## src/rtl/pcie_fb_pkg.sv

```systemverilog
// Shared constants and types for the PCIe frame-buffer write path.
// The DEF_* constants are the default build configuration.
package pcie_fb_pkg;

    localparam int unsigned DEF_PIX_W    = 16;
    localparam int unsigned DEF_DATA_W   = 256;
    localparam int unsigned DEF_ADDR_W   = 9;
    localparam int unsigned PIX_PER_WORD = DEF_DATA_W / DEF_PIX_W;
    localparam int unsigned BANK_WORDS   = 2 ** (DEF_ADDR_W - 1);

    typedef enum logic {FILL, STALL} wr_state_e;

    typedef logic                    bank_id_t;
    typedef logic [DEF_ADDR_W-2:0]   word_idx_t;

endpackage

```

## src/rtl/pcie_fram_buf_writer_if.sv

```systemverilog
// Pixel stream, RAM write port and bank hand-off signals of the frame-buffer writer.
// The master modport is the writer; the slave modport is its source/RAM/DMA environment.
interface pcie_fram_buf_writer_if #(
    parameter int unsigned PIX_W  = 16,
    parameter int unsigned DATA_W = 256,
    parameter int unsigned ADDR_W = 9
);
    logic              pix_vld;
    logic              pix_rdy;
    logic [PIX_W-1:0]  pix_data;
    logic              pix_sof;
    logic              pix_eol;
    logic              ram_wr_en;
    logic [ADDR_W-1:0] ram_wr_addr;
    logic [DATA_W-1:0] ram_wr_data;
    logic              bank_rdy;
    logic              bank_id;
    logic [ADDR_W-1:0] bank_len;
    logic [1:0]        bank_full;
    logic [1:0]        bank_rel;
    logic              sof_drop;

    modport master (
        input  pix_vld, pix_data, pix_sof, pix_eol, bank_rel,
        output pix_rdy, ram_wr_en, ram_wr_addr, ram_wr_data,
               bank_rdy, bank_id, bank_len, bank_full, sof_drop
    );

    modport slave (
        output pix_vld, pix_data, pix_sof, pix_eol, bank_rel,
        input  pix_rdy, ram_wr_en, ram_wr_addr, ram_wr_data,
               bank_rdy, bank_id, bank_len, bank_full, sof_drop
    );

endinterface

```

## src/rtl/pix_word_packer.sv

```systemverilog
// Packs accepted pixels LSB-first into RAM words; emits a completed word one cycle after its last pixel.
// FB_WR_BSWAP_EN byte-swaps each pixel before packing.
module pix_word_packer
    import pcie_fb_pkg::*;
#(
    parameter int unsigned PIX_W  = DEF_PIX_W,
    parameter int unsigned DATA_W = DEF_DATA_W
) (
    input  logic              wr_clk,
    input  logic              tb_wr_rst,
    input  logic              accept,
    input  logic [PIX_W-1:0]  pix_data,
    input  logic              pix_sof,
    input  logic              pix_eol,
    output logic              partial,
    output logic              word_vld,
    output logic [DATA_W-1:0] word_data,
    output logic              word_eol
);

    localparam int unsigned PixPerWord = DATA_W / PIX_W;
    localparam int unsigned SlotW      = $clog2(PixPerWord);

    logic [SlotW-1:0]  slot_q, slot_d, slot_eff;
    logic [DATA_W-1:0] acc_q, acc_d, merged, word_q, word_d;
    logic              vld_q, vld_d, eol_q, eol_d;
    logic [PIX_W-1:0]  pix;
    logic              last;

`ifdef FB_WR_BSWAP_EN
    assign pix = {pix_data[7:0], pix_data[PIX_W-1:8]};
`else
    assign pix = pix_data;
`endif

    // sof restarts the word, so the pixel lands in slot 0 of an empty accumulator
    always_comb begin
        slot_eff = pix_sof ? '0 : slot_q;
        merged   = pix_sof ? '0 : acc_q;
        merged[PIX_W*slot_eff +: PIX_W] = pix;
        last     = (slot_eff == SlotW'(PixPerWord - 1)) || pix_eol;
        slot_d   = slot_q;
        acc_d    = acc_q;
        vld_d    = 1'b0;
        eol_d    = eol_q;
        word_d   = word_q;
        if (accept) begin
            if (last) begin
                slot_d = '0;
                acc_d  = '0;
                vld_d  = 1'b1;
                eol_d  = pix_eol;
                word_d = merged;
            end else begin
                slot_d = slot_eff + 1'b1;
                acc_d  = merged;
            end
        end
    end

    always_ff @(posedge wr_clk or posedge tb_wr_rst) begin
        if (tb_wr_rst) begin
            slot_q <= '0;
            acc_q  <= '0;
            vld_q  <= 1'b0;
            eol_q  <= 1'b0;
            word_q <= '0;
        end else begin
            slot_q <= slot_d;
            acc_q  <= acc_d;
            vld_q  <= vld_d;
            eol_q  <= eol_d;
            word_q <= word_d;
        end
    end

    assign partial   = (slot_q != '0);
    assign word_vld  = vld_q;
    assign word_data = word_q;
    assign word_eol  = eol_q;

endmodule

```

## src/rtl/pcie_fram_buf_writer.sv

```systemverilog
// Frame-buffer writer: packs pixels into two ping-pong RAM banks and hands closed banks to the DMA side.
// Define FB_WR_BSWAP_EN to byte-swap pixels (host-endian RGB565) before packing.
module pcie_fram_buf_writer
    import pcie_fb_pkg::*;
#(
    parameter int unsigned PIX_W             = DEF_PIX_W,
    parameter int unsigned DATA_W            = DEF_DATA_W,
    parameter int unsigned ADDR_W            = DEF_ADDR_W,
    parameter bit          BANK_CLOSE_ON_EOL = 1'b1
) (
    input  logic                   wr_clk,
    input  logic                   tb_wr_rst,
    pcie_fram_buf_writer_if.master bus
);

    localparam int unsigned IdxW    = ADDR_W - 1;
    localparam logic [IdxW-1:0] LastIdx = '1;

    logic              accept, partial, word_vld, word_eol;
    logic [DATA_W-1:0] word_data;
    wr_state_e         state_q, state_d;
    bank_id_t          cur_bank_q, cur_bank_d;
    logic [IdxW-1:0]   word_idx_q, word_idx_d, idx_after_wr;
    logic [1:0]        bank_full_q, bank_full_d;
    logic              bank_rdy_q, bank_rdy_d, bank_id_q, bank_id_d;
    logic [ADDR_W-1:0] bank_len_q, bank_len_d;
    logic              sof_drop_q, sof_drop_d;
    logic              close, stall_next;

    assign accept = bus.pix_vld & bus.pix_rdy;

    pix_word_packer #(
        .PIX_W (PIX_W),
        .DATA_W(DATA_W)
    ) u_packer (
        .wr_clk   (wr_clk),
        .tb_wr_rst(tb_wr_rst),
        .accept   (accept),
        .pix_data (bus.pix_data),
        .pix_sof  (bus.pix_sof),
        .pix_eol  (bus.pix_eol),
        .partial  (partial),
        .word_vld (word_vld),
        .word_data(word_data),
        .word_eol (word_eol)
    );

    // The close is decided while the word sits on the write port, so the
    // address and the bank bookkeeping advance on the same edge as the write.
    assign close = word_vld && ((word_idx_q == LastIdx) || (BANK_CLOSE_ON_EOL && word_eol));

    always_comb begin
        bank_full_d = bank_full_q & ~bus.bank_rel;
        if (close) bank_full_d[cur_bank_q] = 1'b1;
        stall_next   = close && bank_full_d[~cur_bank_q];
        idx_after_wr = word_vld ? (close ? '0 : word_idx_q + 1'b1) : word_idx_q;
        cur_bank_d   = close ? ~cur_bank_q : cur_bank_q;
        sof_drop_d   = accept && bus.pix_sof && (partial || (idx_after_wr != '0));
        word_idx_d   = (accept && bus.pix_sof) ? '0 : idx_after_wr;
        bank_rdy_d   = close;
        bank_id_d    = close ? cur_bank_q : bank_id_q;
        bank_len_d   = close ? ADDR_W'(word_idx_q) + ADDR_W'(1) : bank_len_q;
    end

    always_ff @(posedge wr_clk or posedge tb_wr_rst) begin
        if (tb_wr_rst) begin
            state_q <= FILL;
        end else begin
            state_q <= state_d;
        end
    end

    always_comb begin
        state_d = state_q;
        unique case (state_q)
            FILL:    if (stall_next) state_d = STALL;
            STALL:   if (bus.bank_rel[cur_bank_q]) state_d = FILL;
            default: state_d = FILL;
        endcase
    end

    // Also hold off while a closing word is on the port and the other bank is
    // still owned, so an eol pixel cannot complete a word into a full bank.
    always_comb begin
        bus.pix_rdy = 1'b0;
        if (!tb_wr_rst && (state_q == FILL) && !bank_full_q[cur_bank_q] &&
            !(close && bank_full_q[~cur_bank_q])) begin
            bus.pix_rdy = 1'b1;
        end
    end

    always_ff @(posedge wr_clk or posedge tb_wr_rst) begin
        if (tb_wr_rst) begin
            cur_bank_q  <= 1'b0;
            word_idx_q  <= '0;
            bank_full_q <= '0;
            bank_rdy_q  <= 1'b0;
            bank_id_q   <= 1'b0;
            bank_len_q  <= '0;
            sof_drop_q  <= 1'b0;
        end else begin
            cur_bank_q  <= cur_bank_d;
            word_idx_q  <= word_idx_d;
            bank_full_q <= bank_full_d;
            bank_rdy_q  <= bank_rdy_d;
            bank_id_q   <= bank_id_d;
            bank_len_q  <= bank_len_d;
            sof_drop_q  <= sof_drop_d;
        end
    end

    assign bus.ram_wr_en   = word_vld;
    assign bus.ram_wr_addr = {cur_bank_q, word_idx_q};
    assign bus.ram_wr_data = word_data;
    assign bus.bank_rdy    = bank_rdy_q;
    assign bus.bank_id     = bank_id_q;
    assign bus.bank_len    = bank_len_q;
    assign bus.bank_full   = bank_full_q;
    assign bus.sof_drop    = sof_drop_q;

endmodule

```

## src/flat_wrapper.sv

```systemverilog
// flat-port wrapper written by rule: the top's interface ports become plain ports
module pcie_fram_buf_writer_flat import pcie_fb_pkg::*;
#(
    parameter int unsigned PIX_W             = DEF_PIX_W,
    parameter int unsigned DATA_W            = DEF_DATA_W,
    parameter int unsigned ADDR_W            = DEF_ADDR_W,
    parameter bit          BANK_CLOSE_ON_EOL = 1'b1
)
  (wr_clk, tb_wr_rst, bus_pix_vld, bus_pix_data, bus_pix_sof, bus_pix_eol, bus_bank_rel, bus_pix_rdy, bus_ram_wr_en, bus_ram_wr_addr, bus_ram_wr_data, bus_bank_rdy, bus_bank_id, bus_bank_len, bus_bank_full, bus_sof_drop);
  pcie_fram_buf_writer_if #(.PIX_W(PIX_W), .DATA_W(DATA_W), .ADDR_W(ADDR_W)) bus_i ();
  input  logic wr_clk;
  input  logic tb_wr_rst;
  input wire logic [$bits(bus_i.pix_vld)-1:0] bus_pix_vld;
  input wire logic [$bits(bus_i.pix_data)-1:0] bus_pix_data;
  input wire logic [$bits(bus_i.pix_sof)-1:0] bus_pix_sof;
  input wire logic [$bits(bus_i.pix_eol)-1:0] bus_pix_eol;
  input wire logic [$bits(bus_i.bank_rel)-1:0] bus_bank_rel;
  output wire logic [$bits(bus_i.pix_rdy)-1:0] bus_pix_rdy;
  output wire logic [$bits(bus_i.ram_wr_en)-1:0] bus_ram_wr_en;
  output wire logic [$bits(bus_i.ram_wr_addr)-1:0] bus_ram_wr_addr;
  output wire logic [$bits(bus_i.ram_wr_data)-1:0] bus_ram_wr_data;
  output wire logic [$bits(bus_i.bank_rdy)-1:0] bus_bank_rdy;
  output wire logic [$bits(bus_i.bank_id)-1:0] bus_bank_id;
  output wire logic [$bits(bus_i.bank_len)-1:0] bus_bank_len;
  output wire logic [$bits(bus_i.bank_full)-1:0] bus_bank_full;
  output wire logic [$bits(bus_i.sof_drop)-1:0] bus_sof_drop;
  assign bus_i.pix_vld = bus_pix_vld;
  assign bus_i.pix_data = bus_pix_data;
  assign bus_i.pix_sof = bus_pix_sof;
  assign bus_i.pix_eol = bus_pix_eol;
  assign bus_i.bank_rel = bus_bank_rel;
  assign bus_pix_rdy = bus_i.pix_rdy;
  assign bus_ram_wr_en = bus_i.ram_wr_en;
  assign bus_ram_wr_addr = bus_i.ram_wr_addr;
  assign bus_ram_wr_data = bus_i.ram_wr_data;
  assign bus_bank_rdy = bus_i.bank_rdy;
  assign bus_bank_id = bus_i.bank_id;
  assign bus_bank_len = bus_i.bank_len;
  assign bus_bank_full = bus_i.bank_full;
  assign bus_sof_drop = bus_i.sof_drop;
  pcie_fram_buf_writer #(.PIX_W(PIX_W), .DATA_W(DATA_W), .ADDR_W(ADDR_W), .BANK_CLOSE_ON_EOL(BANK_CLOSE_ON_EOL)) u_core (.wr_clk(wr_clk), .tb_wr_rst(tb_wr_rst), .bus(bus_i));
endmodule
```

## config.mk

```make
export PLATFORM = sky130hd
export DESIGN_NAME = pcie_fram_buf_writer_flat
export DESIGN_NICKNAME = d
export VERILOG_FILES = /design/src/rtl/pcie_fb_pkg.sv /design/src/rtl/pcie_fram_buf_writer_if.sv /design/src/rtl/pix_word_packer.sv /design/src/rtl/pcie_fram_buf_writer.sv /design/src/flat_wrapper.sv
export SDC_FILE = /design/constraint.sdc
export NUM_CORES = 1
export LEC_CHECK = 0
export CORE_ASPECT_RATIO = 0.5
export CORE_UTILIZATION = 30
export CTS_BUF_LIST = sky130_fd_sc_hd__clkbuf_8
export DETAILED_ROUTE_END_ITERATION = 8
export GPL_TIMING_DRIVEN = 0
export PLACE_DENSITY = 0.55
export RECOVER_POWER = 100
export SLEW_MARGIN = 5
export SYNTH_ARGS = -nofsm -noshare
export SYNTH_HDL_FRONTEND = slang
export SYNTH_SLANG_ARGS = --single-unit
export TNS_END_PERCENT = 50
```

## constraint.sdc

```tcl
create_clock -name wr_clk -period 21.7 [get_ports wr_clk]
set_input_delay 2.17 -clock wr_clk [delete_from_list [all_inputs] [get_ports wr_clk]]
set_output_delay 2.17 -clock wr_clk [all_outputs]
set_load 0.005 [all_outputs]
```

Word-level counts from Yosys, hierarchy flattened
Cells that the tools add are included.
{"block": "op_classes", "n_addsub": 4, "magnitude_cmp": 3, "eq_ne": 2, "shifts": 2, "n_mux": 25, "n_bitwise": 6, "n_reduce_logical": 18}
{"cell": "256-bit 2-to-1 mux", "n": 2}
{"cell": "256-bit bitwise mux", "n": 1}
{"cell": "16-bit by 34-bit variable shift with 256-bit output, first input constant", "n": 1}
{"cell": "16-bit by 34-bit indexed part select with 256-bit output", "n": 1}
{"cell": "8-bit negation with 34-bit output", "n": 1}
{"cell": "8-bit 2-to-1 mux", "n": 3}
{"cell": "1-bit 2-to-1 mux", "n": 14}
{"cell": "8-bit by 1-bit adder with 9-bit output, second input constant", "n": 1}
{"cell": "1-bit logical AND", "n": 9}
{"cell": "8-bit by 1-bit adder with 8-bit output, second input constant", "n": 1}
{"cell": "8-bit equality test, second input constant", "n": 1}
{"cell": "4-bit 2-to-1 mux", "n": 2}
{"cell": "8-bit nonzero test", "n": 1}
{"cell": "4-bit by 1-bit adder with 4-bit output, second input constant", "n": 1}
{"cell": "4-bit equality test, second input constant", "n": 1}
{"cell": "1-bit by 2-bit < comparator with 1-bit output, second input constant", "n": 2}
{"cell": "4-bit nonzero test", "n": 1}
{"cell": "1-bit logical NOT", "n": 3}
{"cell": "1-bit logical OR", "n": 3}
{"cell": "2-bit bitwise AND", "n": 1}
{"cell": "2-bit 2-to-1 mux", "n": 1}
{"cell": "1-bit inverter", "n": 2}
{"cell": "2-bit inverter", "n": 1}
{"cell": "2-bit OR", "n": 1}
{"cell": "5 further kinds", "n": 5}
{"block": "word_totals", "regBits": 542, "input_bits": 23, "output_inout_bits": 281, "elab_cells": 73}

Depth between registers and ports, before layout
{"block": "logic_depth", "word_depth": 11, "ltp_mapped": 14, "mapped_depth_nobuf": 8}

Hierarchy
From an unflattened synthesis, not the netlist that was laid out.
{"block": "hier_totals", "hier_cells": 2356, "area_unflattened_um2": 24217.0}
{"module": "pix_word_packer", "instances": 1, "cells_per_inst": 2202, "area_per_inst_um2": 22853.2, "seq_area_each_um2": 12962.4}
{"module": "pcie_fram_buf_writer", "instances": 1, "cells_per_inst": 154, "area_per_inst_um2": 1363.8, "seq_area_each_um2": 600.6}

Worst setup path after synthesis
Ideal clock, no wire load.
{"block": "synth_path", "path_kind": "input port to flip-flop", "startpoint": "input bus_pix_sof", "endpoint": "register u_core.u_packer.acc_q[128]", "setup_ps": 75, "arrival_time_ps": 5076, "required_ps": 21625, "slack_ps": 16549, "path_stages": 12, "path_buffers": 6, "cell_sequence": "buf_2 clkbuf_1 clkbuf_1 nor2b_1 ha_1 or4_1 or3_1 buf_4 or3_1 buf_2 buf_6 o2bb2ai_2"}
{"block": "synth_via", "elab_chain_len": 5, "word_cells_on_any_way": 9, "classes_between": "add/sub: 1; eq/ne: 1; shift: 2; mux: 4; reduce/logical: 1"}
{"item": "from (decl)", "line_no": "flat_wrapper.sv:15", "source": "input wire logic [$bits(bus_i.pix_sof)-1:0] bus_pix_sof;"}
{"item": "4-bit 2-to-1 mux", "line_no": "pix_word_packer.sv:38", "source": "slot_eff = pix_sof ? '0 : slot_q;"}
{"item": "8-bit negation with 34-bit output", "line_no": "pix_word_packer.sv:40", "source": "merged[PIX_W*slot_eff +: PIX_W] = pix;"}
{"item": "16-bit by 34-bit indexed part select with 256-bit output or 16-bit by 34-bit variable shift with 256-bit output (tied branches)", "line_no": "pix_word_packer.sv:40"}
{"item": "256-bit bitwise mux", "line_no": "pix_word_packer.sv:40"}
{"item": "256-bit 2-to-1 mux (*)", "line_no": "pix_word_packer.sv:48", "source": "if (last) begin"}
{"item": "to (signal assigned)", "line_no": "pix_word_packer.sv:64", "source": "acc_q <= '0;"}
{"item": "to (signal assigned)", "line_no": "pix_word_packer.sv:70", "source": "acc_q <= acc_d;"}
{"item": "to (decl)", "line_no": "pix_word_packer.sv:25", "source": "logic [DATA_W-1:0] acc_q, acc_d, merged, word_q, word_d;"}
Mark *: on every way between the ends. The rest lies on a longest branch, timed or not.
A chain may end at the register's enable or synchronous reset.

==> summary.txt <==
DIE
--------------------------------------------------------------------------------------
Width of the chip                                                               407 um
Die outline area                                                             83200 um2
Die height                                                                      204 um
Area of the placeable core                                                   80300 um2
Cell Rows                                                                           73
Starting density of the core                                                     30.6%
Num ports                                                                          304

TIMING
--------------------------------------------------------------------------------------
Final WS setup                                                                10.88 ns
Final setup violation count                                                          0
Hold Vio Cnt, Final                                                                  0
Actual slew at the worst max-slew pin                                          6.29 ns
TNS Setup                                                                         0 ns
Final worst clock skew                                                       0.0564 ns
Final max-slew violation count                                                     452
Worst rel slew slack                                                             -319%
Peak Freq                                                                   0.0924 GHz
Setup repair after global routing missed its margin                                 no
Min Tclk post-route                                                           10.82 ns
Tcrit/Tclk final                                                                 49.9%

POWER AND IR DROP
--------------------------------------------------------------------------------------
Sw Ratio                                                                         28.1%
Sequential share of power                                                        47.8%
Static leakage                                                               0.0145 uW
Internal power contribution                                                    1580 uW
Comb power frac                                                                   9.9%
Net switching power of the design                                               617 uW
Peak ir drop on the vdd network                                                38.1 uV
Power per cell area                                                        71.6 nW/um2
Share of total power in the clock network                                        42.3%

ROUTE
--------------------------------------------------------------------------------------
Total number of vias                                                             20000
TritonRoute pass-1 iters                                                             5
Detail Route Antenna Nets                                                            0
Starting DRC count in detailed routing                                            1632
Final WL                                                                       92.6 mm
Drt drc                                                                              0
Vias/cell                                                                         5.17
Detailed-route wire length per cell                                            24.0 um

SYNTH
--------------------------------------------------------------------------------------
Syn Std Cell Area                                                            24600 um2
YS warnings                                                                          0
Async SR Flop Fraction                                                            100%
Cell type with the largest total area after synthesis                     sky130_fd_sc_hd__dfrtp_1
Nets in the synthesized netlist                                                   2344
Synthesis-stage register bit count                                                 542
Cell count after synthesis                                                        2317
Proportion of netlist area held by the largest area contributor                  55.2%
Number of distinct standard cells referenced by the synthesized netlist             59
Top FF cell, synth                                                        sky130_fd_sc_hd__dfrtp_1
Syn avg cell area                                                             10.6 um2
Seq/Total Area, Yosys                                                            55.2%
Most used standard cells in the synthesized netlist                       sky130_fd_sc_hd__dfrtp_1, sky130_fd_sc_hd__nand2_1, sky130_fd_sc_hd__o21ai_0
Count of flip-flops with a built-in enable after synthesis                           0
Top post-synthesis cells by area                                          sky130_fd_sc_hd__dfrtp_1, sky130_fd_sc_hd__mux2i_1, sky130_fd_sc_hd__a22o_1, sky130_fd_sc_hd__o21ai_0, sky130_fd_sc_hd__nor2b_1
Cell with the most instances after synthesis                              sky130_fd_sc_hd__dfrtp_1

GLOBAL ROUTE
--------------------------------------------------------------------------------------
Grt ovf                                                                              0
GRT Overall Usage                                                                22.1%
Antenna violations before repair                                                     6
First-pass GRT wire length                                                      134 mm
Largest net degree at the start of global routing                                  121
Vias in the first global route                                                   19800

SETUP PATH
--------------------------------------------------------------------------------------
Data required time at the worst endpoint                                      20.98 ns
Critical path startpoint                                                     tb_wr_rst
Highest net fanout along the worst path                                            118
Type of destination of the critical path                                     async pin
CP Capture Point                                                          u_core.u_packer.acc_q[116]
Endpoint of the most critical register-to-register path                   u_core.u_packer.word_data[44]
Worst-case register-to-register setup slack                                   15.26 ns
Worst R2R Start                                                           u_core.word_idx_q[0]
Kind of critical path                                                     input pin to async pin
Worst Reg-to-Reg Cells                                                              11
Arrival time at the worst endpoint                                            10.10 ns
CP startpoint kind                                                           input pin

PLACE
--------------------------------------------------------------------------------------
Setup slack after placement                                                   13.72 ns
Placed Cells incl. Taps                                                           3711
Number of input and output port buffers inserted                                   303
Detailed Place HPWL                                                            65.4 mm
Final RePlAce weighted congestion                                                0.908

RUN
--------------------------------------------------------------------------------------
Max capacitance violation total                                                      6

CLOCK TREE
--------------------------------------------------------------------------------------
Clock buffer count from CTS                                                         84
CTS Hold Bufs                                                                        0
Clock slew at reported path FFs                                                0.07 ns
Number of setup buffers added after CTS                                              0
Post-CTS Resized                                                                     0
Total number of H-tree levels                                                        3
Buffer levels on the longest clock path                                              3
Root buffer cell                                                          sky130_fd_sc_hd__clkbuf_8
Clock tree sinks                                                                   542
Insertion delay of the later-clocked pin in the worst-skew pair                0.73 ns
TritonCTS clock tree                                                               yes

WORST HOLD PATH
--------------------------------------------------------------------------------------
Min-delay src                                                             u_core.bus.bank_id
Hold crit path type                                                       register to register

FINISH
--------------------------------------------------------------------------------------
Fill cell total of the finished layout                                            8048
Share of layout cells above drive strength 1                                     6.38%
Filler-free cell count of the finished design                                     3864
Synth-to-Final Area Change                                                       24.9%
Number of nets in the finished design                                             2737

OUTCOME
--------------------------------------------------------------------------------------
Outcome                                                                   complete, but fails checks
Failing checks                                                            capacitance limit, slew limit

## worst min path at each step
stage | cells past startpoint | slack, ns | endpoint
after global placement | 2 | 0.46 | u_core.bus.bank_len[0]
after global routing | 1 | 0.50 | u_core.u_packer.acc_q[235]
after detailed placement | 2 | 0.46 | u_core.bus.bank_id
after floorplan | 1 | 0.45 | u_core.u_packer.acc_q[138]
final | 2 | 0.47 | u_core.bus.bank_id
after CTS | 2 | 0.48 | u_core.bus.bank_id
## routing by layer
layer	track usage, %	wire length [um]
met3	5.02	6160
met1	29.2	39700
met4	6.67	2540
met2	36.0	44200
met5	0	0
## placed cells by master, fill, tap and decap left out, drive strengths merged, types with 13 or more instances in the layout
| cell | synthesis | final |
|---|---|---|
| dfrtp | 542 | 542 |
| nor2 | 15 | 15 |
| dlygate4sd3 | 0 | 283 |
| nor2b | 196 | 196 |
| o21ai | 278 | 278 |
| clkdlybuf4s50 | 0 | 20 |
| nor3b | 67 | 67 |
| nand3 | 13 | 13 |
| a22o | 161 | 161 |
| o2bb2ai | 97 | 97 |
| a21oi | 73 | 73 |
| and2 | 34 | 34 |
| clkbuf | 140 | 291 |
| inv | 10 | 39 |
| mux2i | 193 | 193 |
| buf | 82 | 42 |
| nand2 | 314 | 314 |
## power groups by stage
stage | Sequential, uW | Combinational (uW) | Clock [uW]
after floorplan | 1070 | 112 | 0
after global placement | 1070 | 221 | 0
after detailed placement | 1070 | 225 | 0
after CTS | 1050 | 226 | 941
after global routing | 1050 | 235 | 987
final | 1050 | 218 | 930
## stage by stage
stage	hold slack (ns)	util, %	total power (uW)	area [um2]
after floorplan	0.449	-	1180	24600
after detailed placement	0.465	36.2	1290	29100
after global routing	0.497	38.2	2270	30700
after global placement	0.461	36.1	1290	29000
after CTS	0.482	38.4	2220	30900
final	0.469	38.2	2200	30700
## critical path: stages
cell,delay (ns)
sky130_fd_sc_hd__dlygate4sd3_1,0.58
sky130_fd_sc_hd__clkinvlp_2,2.62
sky130_fd_sc_hd__clkbuf_1,4.52
## kinds of logic after synthesis
| kind of cell | after synthesis | share of synthesized area (%) |
|---|---|---|
| xor gates and xnor gates | 10 | 0.356 |
| and+or+nand+nor | 691 | 14.7 |
| DFF | 542 | 55.2 |
| AOI/OAI and AO/OA | 643 | 17.7 |
| adders and majority gates | 4 | 0.204 |
| muxes | 195 | 7.95 |
| buffers and inverters | 232 | 3.96 |
## state kept, by name, indices dropped and copies added (netlist names), 2 cells and up
register,flops
u_core.u_packer.acc_q,256
u_core.u_packer.word_data,256
u_core.bus.bank_len,9
u_core.word_idx_q,8
u_core.u_packer.slot_q,4
u_core.bus.bank_full,2
## area by class of cell
cell class | count | area (um2) | area share [%]
clock inverters | 44 | 300 | 0.978
multi-input cells | 1543 | 10000 | 32.6
clock buffers | 107 | 1470 | 4.80
well taps | 1087 | 1360 | 4.43
inverters | 10 | 38.8 | 0.126
flip-flops and latches | 542 | 13600 | 44.2
repair buffers | 307 | 3070 | 10.0
plain buffers | 222 | 890 | 2.90
diodes | 2 | 5.00 | 0.0163
Power figures use the tool's default switching activity.
